## config.mk

```make
export PLATFORM = sky130hd
export DESIGN_NAME = genius_sequencer
export DESIGN_NICKNAME = d
export VERILOG_FILES = /design/src/rtl/genius_pkg.sv /design/src/rtl/frame_tick_gen.sv /design/src/rtl/genius_sequencer.sv
export SDC_FILE = /design/constraint.sdc
export NUM_CORES = 1
export LEC_CHECK = 0
export CAP_MARGIN = 20
export CORE_MARGIN = 10
export CORE_UTILIZATION = 60
export DETAILED_ROUTE_END_ITERATION = 16
export HOLD_SLACK_MARGIN = 0.02
export PLACE_DENSITY = 0.83
export RECOVER_POWER = 50
export SLEW_MARGIN = 10
export SYNTH_ARGS = -nofsm -noshare
export SYNTH_HDL_FRONTEND = slang
export SYNTH_SLANG_ARGS = --single-unit
export TNS_END_PERCENT = 100
```

## constraint.sdc

```tcl
create_clock -name iVGA_CLK -period 5.2 [get_ports iVGA_CLK]
set_input_delay 1.56 -clock iVGA_CLK [delete_from_list [all_inputs] [get_ports iVGA_CLK]]
set_output_delay 1.56 -clock iVGA_CLK [all_outputs]
set_load 0.03 [all_outputs]
```

## src/rtl/genius_pkg.sv

```systemverilog
// Shared types and constants for the Genius memory-game sequencer.
// Holds the FSM state enum, highlight codes and key/colour helpers.
package genius_pkg;

  localparam int MAX_LEN = 32;
  localparam int IDX_W   = 6;

  typedef enum logic [2:0] {
    IDLE,
    SHOW_ON,
    SHOW_OFF,
    WAIT_KEY,
    ECHO,
    PASS,
    FAIL
  } state_t;

  localparam logic [3:0] CODE_NONE   = 4'b0000;
  localparam logic [3:0] CODE_RED    = 4'b0001;
  localparam logic [3:0] CODE_GREEN  = 4'b0010;
  localparam logic [3:0] CODE_YELLOW = 4'b0011;
  localparam logic [3:0] CODE_BLUE   = 4'b0100;

  function automatic logic [3:0] color_code(input logic [1:0] c);
    case (c)
      2'd0:    return CODE_RED;
      2'd1:    return CODE_GREEN;
      2'd2:    return CODE_YELLOW;
      default: return CODE_BLUE;
    endcase
  endfunction

  function automatic logic key_onehot(input logic [3:0] k);
    return (k != 4'd0) && ((k & (k - 4'd1)) == 4'd0);
  endfunction

  // Only meaningful for one-hot keys.
  function automatic logic [1:0] key_color(input logic [3:0] k);
    case (k)
      4'b0001: return 2'd0;
      4'b0010: return 2'd1;
      4'b0100: return 2'd2;
      default: return 2'd3;
    endcase
  endfunction

  function automatic int max3(input int a, input int b, input int c);
    int m;
    m = (a > b) ? a : b;
    return (m > c) ? m : c;
  endfunction

endpackage

```

## src/rtl/frame_tick_gen.sv

```systemverilog
// Frame tick from the active-low VGA vertical sync: a one-cycle pulse
// one cycle after a registered falling edge of vs_n.
module frame_tick_gen (
  input  logic clk,
  input  logic rst,
  input  logic vs_n,
  output logic tick
);

  logic vs_q, vs_dly_q, tick_q;
  logic tick_d;

  always_comb tick_d = vs_dly_q & ~vs_q;

  // Sync history resets high (sync idle) so reset release never fakes an edge.
  always_ff @(posedge clk or posedge rst) begin
    if (rst) begin
      vs_q     <= 1'b1;
      vs_dly_q <= 1'b1;
      tick_q   <= 1'b0;
    end else begin
      vs_q     <= vs_n;
      vs_dly_q <= vs_q;
      tick_q   <= tick_d;
    end
  end

  assign tick = tick_q;

endmodule

```

## src/rtl/genius_sequencer.sv

```systemverilog
// Genius (Simon) round sequencer: plays a stored colour sequence frame-timed
// off VGA vsync, then checks the player's key presses against it.
module genius_sequencer
  import genius_pkg::*;
#(
  parameter int ON_FRAMES      = 30,
  parameter int OFF_FRAMES     = 15,
  parameter int TIMEOUT_FRAMES = 300
) (
  input  logic       iVGA_CLK,
  input  logic       iRST,
  input  logic       iVS,
  input  logic       iWrEn,
  input  logic [4:0] iWrAddr,
  input  logic [1:0] iWrColor,
  input  logic       iStart,
  input  logic [5:0] iLen,
  input  logic [3:0] iKey,
  output logic [3:0] oCodeColor,
  output logic       oBusy,
  output logic       oPass,
  output logic       oFail
);

  localparam int CNT_W = $clog2(max3(ON_FRAMES, OFF_FRAMES, TIMEOUT_FRAMES) + 1);
  localparam logic [CNT_W-1:0] ON_LAST  = CNT_W'(ON_FRAMES - 1);
  localparam logic [CNT_W-1:0] OFF_LAST = CNT_W'(OFF_FRAMES - 1);
  localparam logic [CNT_W-1:0] TO_LAST  = CNT_W'(TIMEOUT_FRAMES - 1);

  logic tick;

  frame_tick_gen u_tick (
    .clk  (iVGA_CLK),
    .rst  (iRST),
    .vs_n (iVS),
    .tick (tick)
  );

  // Sequence memory survives reset on purpose: the host loads it once.
  logic [1:0] mem_q [MAX_LEN];

  state_t           state_q, state_d;
  logic [IDX_W-1:0] idx_q, idx_d, len_q, len_d, idx_inc;
  logic [CNT_W-1:0] cnt_q, cnt_d;
  logic [1:0]       echo_q, echo_d;
  logic [3:0]       code_q, code_d;
  logic             busy_q, busy_d, pass_q, pass_d, fail_q, fail_d;

  always_ff @(posedge iVGA_CLK) begin
    if (iWrEn && state_q == IDLE) mem_q[iWrAddr] <= iWrColor;
  end

  always_comb begin
    state_d = state_q;
    idx_d   = idx_q;
    len_d   = len_q;
    echo_d  = echo_q;
    idx_inc = idx_q + IDX_W'(1);

    case (state_q)
      IDLE: begin
        if (iStart && iLen != 6'd0) begin
          len_d   = (iLen > 6'(MAX_LEN)) ? 6'(MAX_LEN) : iLen;
          idx_d   = '0;
          state_d = SHOW_ON;
        end
      end
      SHOW_ON: begin
        if (tick && cnt_q == ON_LAST) state_d = SHOW_OFF;
      end
      SHOW_OFF: begin
        if (tick && cnt_q == OFF_LAST) begin
          if (idx_inc < len_q) begin
            idx_d   = idx_inc;
            state_d = SHOW_ON;
          end else begin
            idx_d   = '0;
            state_d = WAIT_KEY;
          end
        end
      end
      WAIT_KEY: begin
        // A key press wins over a coincident timeout tick.
        if (iKey != 4'd0) begin
          if (key_onehot(iKey) && key_color(iKey) == mem_q[idx_q[4:0]]) begin
            echo_d  = key_color(iKey);
            state_d = ECHO;
          end else begin
            state_d = FAIL;
          end
        end else if (tick && cnt_q == TO_LAST) begin
          state_d = FAIL;
        end
      end
      ECHO: begin
        if (tick && cnt_q == ON_LAST) begin
          idx_d   = idx_inc;
          state_d = (idx_inc == len_q) ? PASS : WAIT_KEY;
        end
      end
      PASS:    state_d = IDLE;
      FAIL:    state_d = IDLE;
      default: state_d = IDLE;
    endcase
  end

  // Frame counter restarts on every state entry, including ECHO -> WAIT_KEY.
  always_comb begin
    cnt_d = cnt_q;
    if (state_d != state_q) begin
      cnt_d = '0;
    end else if (tick && (state_q == SHOW_ON || state_q == SHOW_OFF ||
                          state_q == WAIT_KEY || state_q == ECHO)) begin
      cnt_d = cnt_q + CNT_W'(1);
    end
  end

  // Outputs are decoded from the next state so they line up with state_q.
  always_comb begin
    code_d = CODE_NONE;
    case (state_d)
      SHOW_ON: code_d = color_code(mem_q[idx_d[4:0]]);
      ECHO:    code_d = color_code(echo_d);
      default: code_d = CODE_NONE;
    endcase
    busy_d = (state_d != IDLE);
    pass_d = (state_d == PASS);
    fail_d = (state_d == FAIL);
  end

  always_ff @(posedge iVGA_CLK or posedge iRST) begin
    if (iRST) begin
      state_q <= IDLE;
      idx_q   <= '0;
      len_q   <= '0;
      cnt_q   <= '0;
      echo_q  <= '0;
      code_q  <= CODE_NONE;
      busy_q  <= 1'b0;
      pass_q  <= 1'b0;
      fail_q  <= 1'b0;
    end else begin
      state_q <= state_d;
      idx_q   <= idx_d;
      len_q   <= len_d;
      cnt_q   <= cnt_d;
      echo_q  <= echo_d;
      code_q  <= code_d;
      busy_q  <= busy_d;
      pass_q  <= pass_d;
      fail_q  <= fail_d;
    end
  end

  assign oCodeColor = code_q;
  assign oBusy      = busy_q;
  assign oPass      = pass_q;
  assign oFail      = fail_q;

endmodule

```

==> results_dict.tcl <==
set metrics [dict create \
    firstDrtPassIters 5 \
    synthTopCellsByArea "edfxtp_1, dfrtp_1, mux2i_1, nor2_1, mux4_2" \
    route.detailed.drc 0 \
    grt_use_total 0.189 \
    netlist_area_um2 5570 \
    grt_pass1_vias 3961 \
    cts_tree "done" \
    clock_sinks 99 \
    rrSetupSlack_ns 0.62 \
    vias_per_cell 6.39 \
    p_seq_frac 0.485 \
    grt_max_degree 36 \
    worstPathMaxFanout 24 \
    cts_root_buf "clkbuf_8" \
    dp_slack_ns 0.128 \
    synth_common_cells "nor2_1, edfxtp_1, mux2i_1" \
    core_um2 9150 \
    max_cap_violations 1 \
    clkPwrFrac 0.252 \
    wl_per_cell_um 19.9 \
    end_kind "flop" \
    path_clk_slew_ns 0.10 \
    rows 35 \
    synth_edf_count 64 \
    slew_violations 36 \
    diodes 0 \
    leakage_nw 2.19 \
    synth_most_common_cell "nor2_1" \
    die-area_um2 13500 \
    skew_ns 0.0103 \
    fin_crit_ns 4.69 \
    die_h_um 116 \
    async_flop_share 0.354 \
    utilization 0.667 \
    pwr-share-comb 0.262 \
    worstPathArrival_ns 4.99 \
    powerDensity_nw_per_um2 328 \
    min-delay-start "u_tick.vs_q$_DFF_PP1_" \
    instances_no_fill 614 \
    ir_worst_vdd_v 0.000204 \
    grt-ovfl-total 0 \
    h-tree-depth 3 \
    ys_warn_count 0 \
    hold_path.class "reg -> reg" \
    avgSynthCellArea_um2 11.7 \
    switching_share 0.323 \
    port_buffers 27 \
    fin_hold_ws_ns 0.371 \
    cts_setup_buffers 0 \
    synth_nets 509 \
    drive_above_1_share 0.127 \
    clk_path_buf_depth 2 \
    worstHoldEndpoint "u_tick.vs_dly_q$_DFF_PP1_" \
    criticalPathCategory "in -> reg" \
    clkLatencyLatePin_ns 0.37 \
    setup_viol 0 \
    r2r_end "oCodeColor[1]$_DFF_PP0_" \
    synthToLayoutAreaGrowth_pct 9.67 \
    hold_violations 0 \
    final_nets 532 \
    max_slew_margin -0.240 \
    pin_count 29 \
    outcome "finished with violations" \
    rr_worst_depth 17 \
    dp.cells 598 \
    rsz0062_at_grt "false" \
    p_int_w 0.00135 \
    crit_required_ns 5.50 \
    violations "max-capacitance violations, max-slew violations" \
    yosysTopAreaCell "edfxtp_1" \
    postRouteAntennaNets 0 \
    setup_tns_ns 0 \
    min_path_cells 0 \
    timing.fmax_ghz 0.213 \
    gp_congestion 0.910 \
    hold_buffers 0 \
    yosysSeqAreaShare 0.503 \
    fin_crit_sh 0.902 \
    die_x_um 116 \
    start_util 0.608 \
    fin_ws_ns 0.508 \
    cts_resized 0 \
    synth_seq_cells 99 \
    worstReg2RegStart "idx_q[0]$_DFF_PP0_" \
    synthCells 475 \
    p_sw_w 0.000646 \
    routed_wl_um 12200 \
    synth_cell_types 73 \
    ys.flop_type "edfxtp_1" \
    numCtsBuffers 9 \
    vias 3926 \
    antenna_found_initial 0 \
    critPathLaunchType "input port" \
    yosysTopAreaCellShare 0.345 \
    drt_iter0_drc 429 \
    grt_first_pass_wirelength_um 20100 \
    worst_pin_slew_ns 1.86 \
    place_hpwl_um 8930 \
]
layout by cell type (no fill, tap or decap), types with 3 or more instances in the layout:
cell / instances
nor2_1: 67
edfxtp_1: 64
mux2i_1: 38
dfrtp_1: 33
nand2_1: 24
clkdlybuf4s50_1: 22
nand3_1: 21
inv_1: 13
a21oi_1: 13
mux2_2: 12
ha_1: 12
o21ai_0: 10
mux4_2: 9
clkbuf_8: 9
buf_4: 9
nand2b_1: 8
xor2_1: 8
nor2b_1: 6
nand3b_1: 6
nand4_1: 6
xnor2_1: 5
mux4_1: 5
a211oi_1: 5
nor3b_1: 5
and3_1: 5
or3_1: 5
dlygate4sd3_1: 5
o211ai_1: 4
a222oi_1: 4
nand3_2: 3
a31oi_1: 3
o31ai_1: 3
nand4b_1: 3
clkinvlp_4: 3
critical path: stages:
cell,delay [ns]
clkdlybuf4s50_1,0.41
or4_1,0.56
o211ai_2,0.18
o211a_1,0.22
o2bb2ai_4,0.38
mux2_2,0.41
nor2_1,0.08
a21oi_1,0.05
mux2i_1,0.23
mux2i_1,0.12
mux2_2,0.29
ha_1,0.28
nand3_1,0.06
a21oi_1,0.16
cells by family (layout without fill, tap and decap cells):
group | Yosys count | in the layout | synth area share
AOI/OAI and AO/OA | 68 | 68 | 0.0886
xor gates and xnor gates | 13 | 13 | 0.0205
adders and majority gates | 12 | 12 | 0.0270
buffers and inverters | 40 | 68 | 0.0380
DFF | 99 | 99 | 0.503
muxes | 64 | 64 | 0.153
other | 1 | 1 | 0.000674
and+or+nand+nor | 178 | 178 | 0.170
power by group through the flow:
stage	Clock [W]	Combinational (W)	Sequential [W]
4_1_cts	0.000509	0.000528	0.000970
6_report	0.000505	0.000525	0.000971
3_5_place_dp	0	0.000526	0.000987
5_1_grt	0.000547	0.000575	0.000981
3_3_place_gp	0	0.000503	0.000984
2_1_floorplan	0	0.000358	0.000992
per-stage QoR:
step / power (W) / area [µm²]
floorplan: 0.00135 / 5570
global placement: 0.00149 / 5910
detailed placement: 0.00151 / 5910
CTS: 0.00201 / 6110
global route: 0.00210 / 6100
finish: 0.00200 / 6100
state kept, by name, indices dropped and copies added (netlist names):
name / cells
cnt_q: 9
echo_q: 2
idx_q: 6
len_q: 6
mem_q: 64
oBusy: 1
oCodeColor: 3
oFail: 1
oPass: 1
state_q: 3
u_tick.tick: 1
u_tick.vs_dly_q: 1
u_tick.vs_q: 1
routing by layer:
metal	vias up	GRT usage	routed length, µm
met4	0	0.0759	287
met2	154	0.320	6320
li1	1826	-	-
met3	24	0.0395	612
met1	1922	0.229	5010
met5	-	0	0
final cells by class:
class	count	area, µm²
multi-input cells	336	2570
clock buffers	9	124
fillers	666	3050
flip-flops and latches	99	2800
inverters	14	52.6
well taps	111	139
repair buffers	38	345
clock inverters	7	76.3
how the worst max path moves through the flow:
| stage | startpoint | to | cells past startpoint |
|---|---|---|---|
| after floorplan | iLen[0] | oCodeColor[1]$_DFF_PP0_ | 15 |
| after global placement | iLen[0] | oCodeColor[1]$_DFF_PP0_ | 14 |
| after detailed placement | iLen[0] | oCodeColor[1]$_DFF_PP0_ | 14 |
| after CTS | iLen[0] | oCodeColor[1]$_DFF_PP0_ | 14 |
| after global routing | iLen[0] | oCodeColor[1]$_DFF_PP0_ | 14 |
| final | iLen[0] | oCodeColor[1]$_DFF_PP0_ | 14 |
Power figures use the tool's default switching activity.
==> edit: new RTL, same flow settings <==
`OFF_FRAMES`: 15 -> 30.
--- a/src/rtl/genius_sequencer.sv
+++ b/src/rtl/genius_sequencer.sv
@@ -6,3 +6,3 @@
   parameter int ON_FRAMES      = 30,
-  parameter int OFF_FRAMES     = 15,
+  parameter int OFF_FRAMES     = 30,
   parameter int TIMEOUT_FRAMES = 300
Function: same outputs for any inputs over 10 cycles, from zero or initial values and one cycle with iRST high; that may be too few to reach the edited logic, so the function may still have changed.
==> edit against the original RTL <==
Final area shrank 0.47%; clock skew grew 0.0027 ns; count of clock-buffer cells in the layout is the same; sequential share of layout area grew 0.22 points; power shrank 10%; worst setup slack lost 0.22 ns; sequential cell count is the same; wire length grew 0.78%; critical path depth grew 3; area after synthesis shrank 2.5%; non-clock buffer count grew 8; critical endpoint unchanged; largest power group unchanged.
==> edit: results (changes against the original RTL) <==
Route
  – Met2 wire len: 5990 um (was 6320 um)
  – Starting DRT DRC Count: 396 (was 429)
  – Pre-Repair DR Iteration Count: 5 (unchanged)
  – WL met3: 796 um (was 612 um)
  – Max layer used: met4 (unchanged)
  – Vias/cell: 6.31 (was 6.39)
  – Met1 wire length: 5190 um (was 5010 um)
  – DR WL/cell: 19.5 um (was 19.9 um)

Pwr
  – Switching Fraction: 32.3% (about the same)
  – Leakage power: 2.23 nW (was 2.19 nW)
  – Max rail drop VDD: 0.000188 V (was 0.000204 V)

Synth
  – Top cells by area, synth: edfxtp_1 35%, dfrtp_1 15%, mux2i_1 9.8% (was edfxtp_1 35%, dfrtp_1 15%, mux2i_1 6.8%)
  – Post-Synth XOR/XNOR Area: 2.10% (was 2.05%)
  – Post-synth cell types: 69 (was 73)
  – Net Count, Synth: 516 (was 509)
  – Adder-cell share of the synthesized area: 2.54% (was 2.70%)
  – Multiplexer share of the synthesized area: 13.8% (was 15.3%)
  – Synthesis warning total: 0 (unchanged)
  – Seq/Total Area, Yosys: 51.6% (was 50.3%)
  – Synth cell count leaders: 67 x nor2_1, 64 x edfxtp_1, 53 x mux2i_1 (was 67 x nor2_1, 64 x edfxtp_1, 38 x mux2i_1)
  – Primary FF master, synth: edfxtp_1 (unchanged)
  – Post-synthesis compound-gate area fraction: 10.6% (was 8.86%)

Die
  – Die area: 13200 sq um (was 13500 sq um)

Global routing
  – Largest net degree at the start of global routing: 33 (was 36)
  – GR Layer Usage met2: 31.5% (was 32.0%)
  – GRT met3 Usage: 4.84% (was 3.95%)
  – First-pass GRT wire length: 20200 um (was 20100 um)
  – Overall Global Routing Usage: 19.1% (was 18.9%)
  – Vias in the first global route: 4043 (was 3961)
  – Met1 Use GR: 23.5% (was 22.9%)

Setup path
  – Critical path's top delay family: buffers and inverters (was multiplexers)
  – Critical path's largest stage delay: 0.52 ns (was 0.56 ns)
  – WP data arrival: 5.22 ns (was 4.99 ns)
  – Worst-path maximum fanout: 11 (was 24)

STA
  – Worst Max-Slew Pin Slew: 1.12 ns (was 1.86 ns)
  – Final setup skew: 0.0130 ns (was 0.0103 ns)
  – Hold Vio Cnt, Final: 0 (unchanged)

Clock network
  – Clock Latency Late Sink: 0.38 ns
  – H-Tree Depth: 3 (unchanged)

Layout
  – Biggest regs: mem_q (64), cnt_q (9) (unchanged)
  – Nets: 552 (was 532)
  – Share of layout cells above drive strength 1: 11.1% (was 12.7%)

Placed design
  – Post-DP HPWL: 9280 um (was 8930 um)
  – Dpl cell area: 5890 sq um (was 5910 sq um)
  – Pre-CTS setup slack: 0.0258 ns (was 0.128 ns)
  – GPL Wtd Cong: 0.945 (was 0.910)
  – Port Buffers: 27 (unchanged)

Outcome
  – Status: completed (was finished with violations)
-- edit: cell types whose count changed after synthesis, moves of 4 or more --
cell | unedited run | this run
mux2_2 | 12 | 3
nand3_1 | 21 | 17
o21ai_0 | 10 | 14
mux4_1 | 5 | 1
nand2_1 | 24 | 37
a222oi_1 | 4 | 0
nor3b_1 | 5 | 1
nor4_1 | 0 | 4
inv_1 | 13 | 18
a221oi_1 | 0 | 5
mux2i_1 | 38 | 53
-- edit: area by class of cell --
class                   instances  area [sq um]
clock buffers                   9           124
clock inverters                 7          66.3
fillers                       627          2690
inverters                      21          78.8
multi-input cells             342          2450
flip-flops and latches         99          2800
well taps                     108           135
repair buffers                 46           422
-- edit: kinds of logic (layout without fill, tap and decap cells) --
logic type / after synthesis / after routing
XOR/XNOR: 13 / 13
AND/OR/NAND/NOR: 177 / 177
multiplexers: 64 / 64
adder cells (fa/ha/maj): 11 / 11
flip-flops: 99 / 99
buffers and inverters: 42 / 83
AO/OA/AOI/OAI: 76 / 76
other: 1 / 1
-- edit: worst register-to-register path, cell delays in order (launching register included) --
cell     delay [ns]
dfrtp_1        0.60
nand3_1        0.19
nor2_1         0.19
xor2_1         0.21
ha_1           0.28
a21oi_1        0.15
nand2_1        0.13
o41ai_2        0.30
buf_4          0.22
a22oi_4        0.07
inv_2          0.17
buf_12         0.15
buf_4          0.19
mux2i_1        0.21
mux2i_1        0.09
mux2i_1        0.26
mux2i_1        0.12
mux2_2         0.28
ha_1           0.28
nand3_1        0.07
a21oi_1        0.16
-- edit: final timing paths --
path,start,to,slack (ns),cells past startpoint
max,iLen[0],oCodeColor[1]$_DFF_PP0_,0.29,17
min,u_tick.vs_q$_DFF_PP1_,u_tick.vs_dly_q$_DFF_PP1_,0.39,0
max reg2reg,idx_q[2]$_DFF_PP0_,oCodeColor[1]$_DFF_PP0_,0.79,20
min reg2reg,u_tick.vs_q$_DFF_PP1_,u_tick.vs_dly_q$_DFF_PP1_,0.39,0
max in group asynchronous,iRST,state_q[2]$_DFF_PP0_,2.15,3
min in group asynchronous,iRST,idx_q[0]$_DFF_PP0_,1.65,2
-- edit: through the flow --
stage / instances / util (%) / hold slack [ns]
after floorplan: 483 / - / 0.354
after global placement: 616 / 67.2 / 0.359
after detailed placement: 616 / 67.2 / 0.360
after CTS: 632 / 69.4 / 0.378
after global routing: 632 / 69.3 / 0.402
final: 632 / 69.3 / 0.385
-- edit: power groups by stage --
stage / Clock, mW / Combinational [mW] / Sequential, mW
floorplan: 0 / 0.234 / 0.956
global placement: 0 / 0.354 / 0.949
detailed placement: 0 / 0.372 / 0.954
CTS: 0.490 / 0.375 / 0.935
global route: 0.524 / 0.418 / 0.944
finish: 0.485 / 0.373 / 0.935
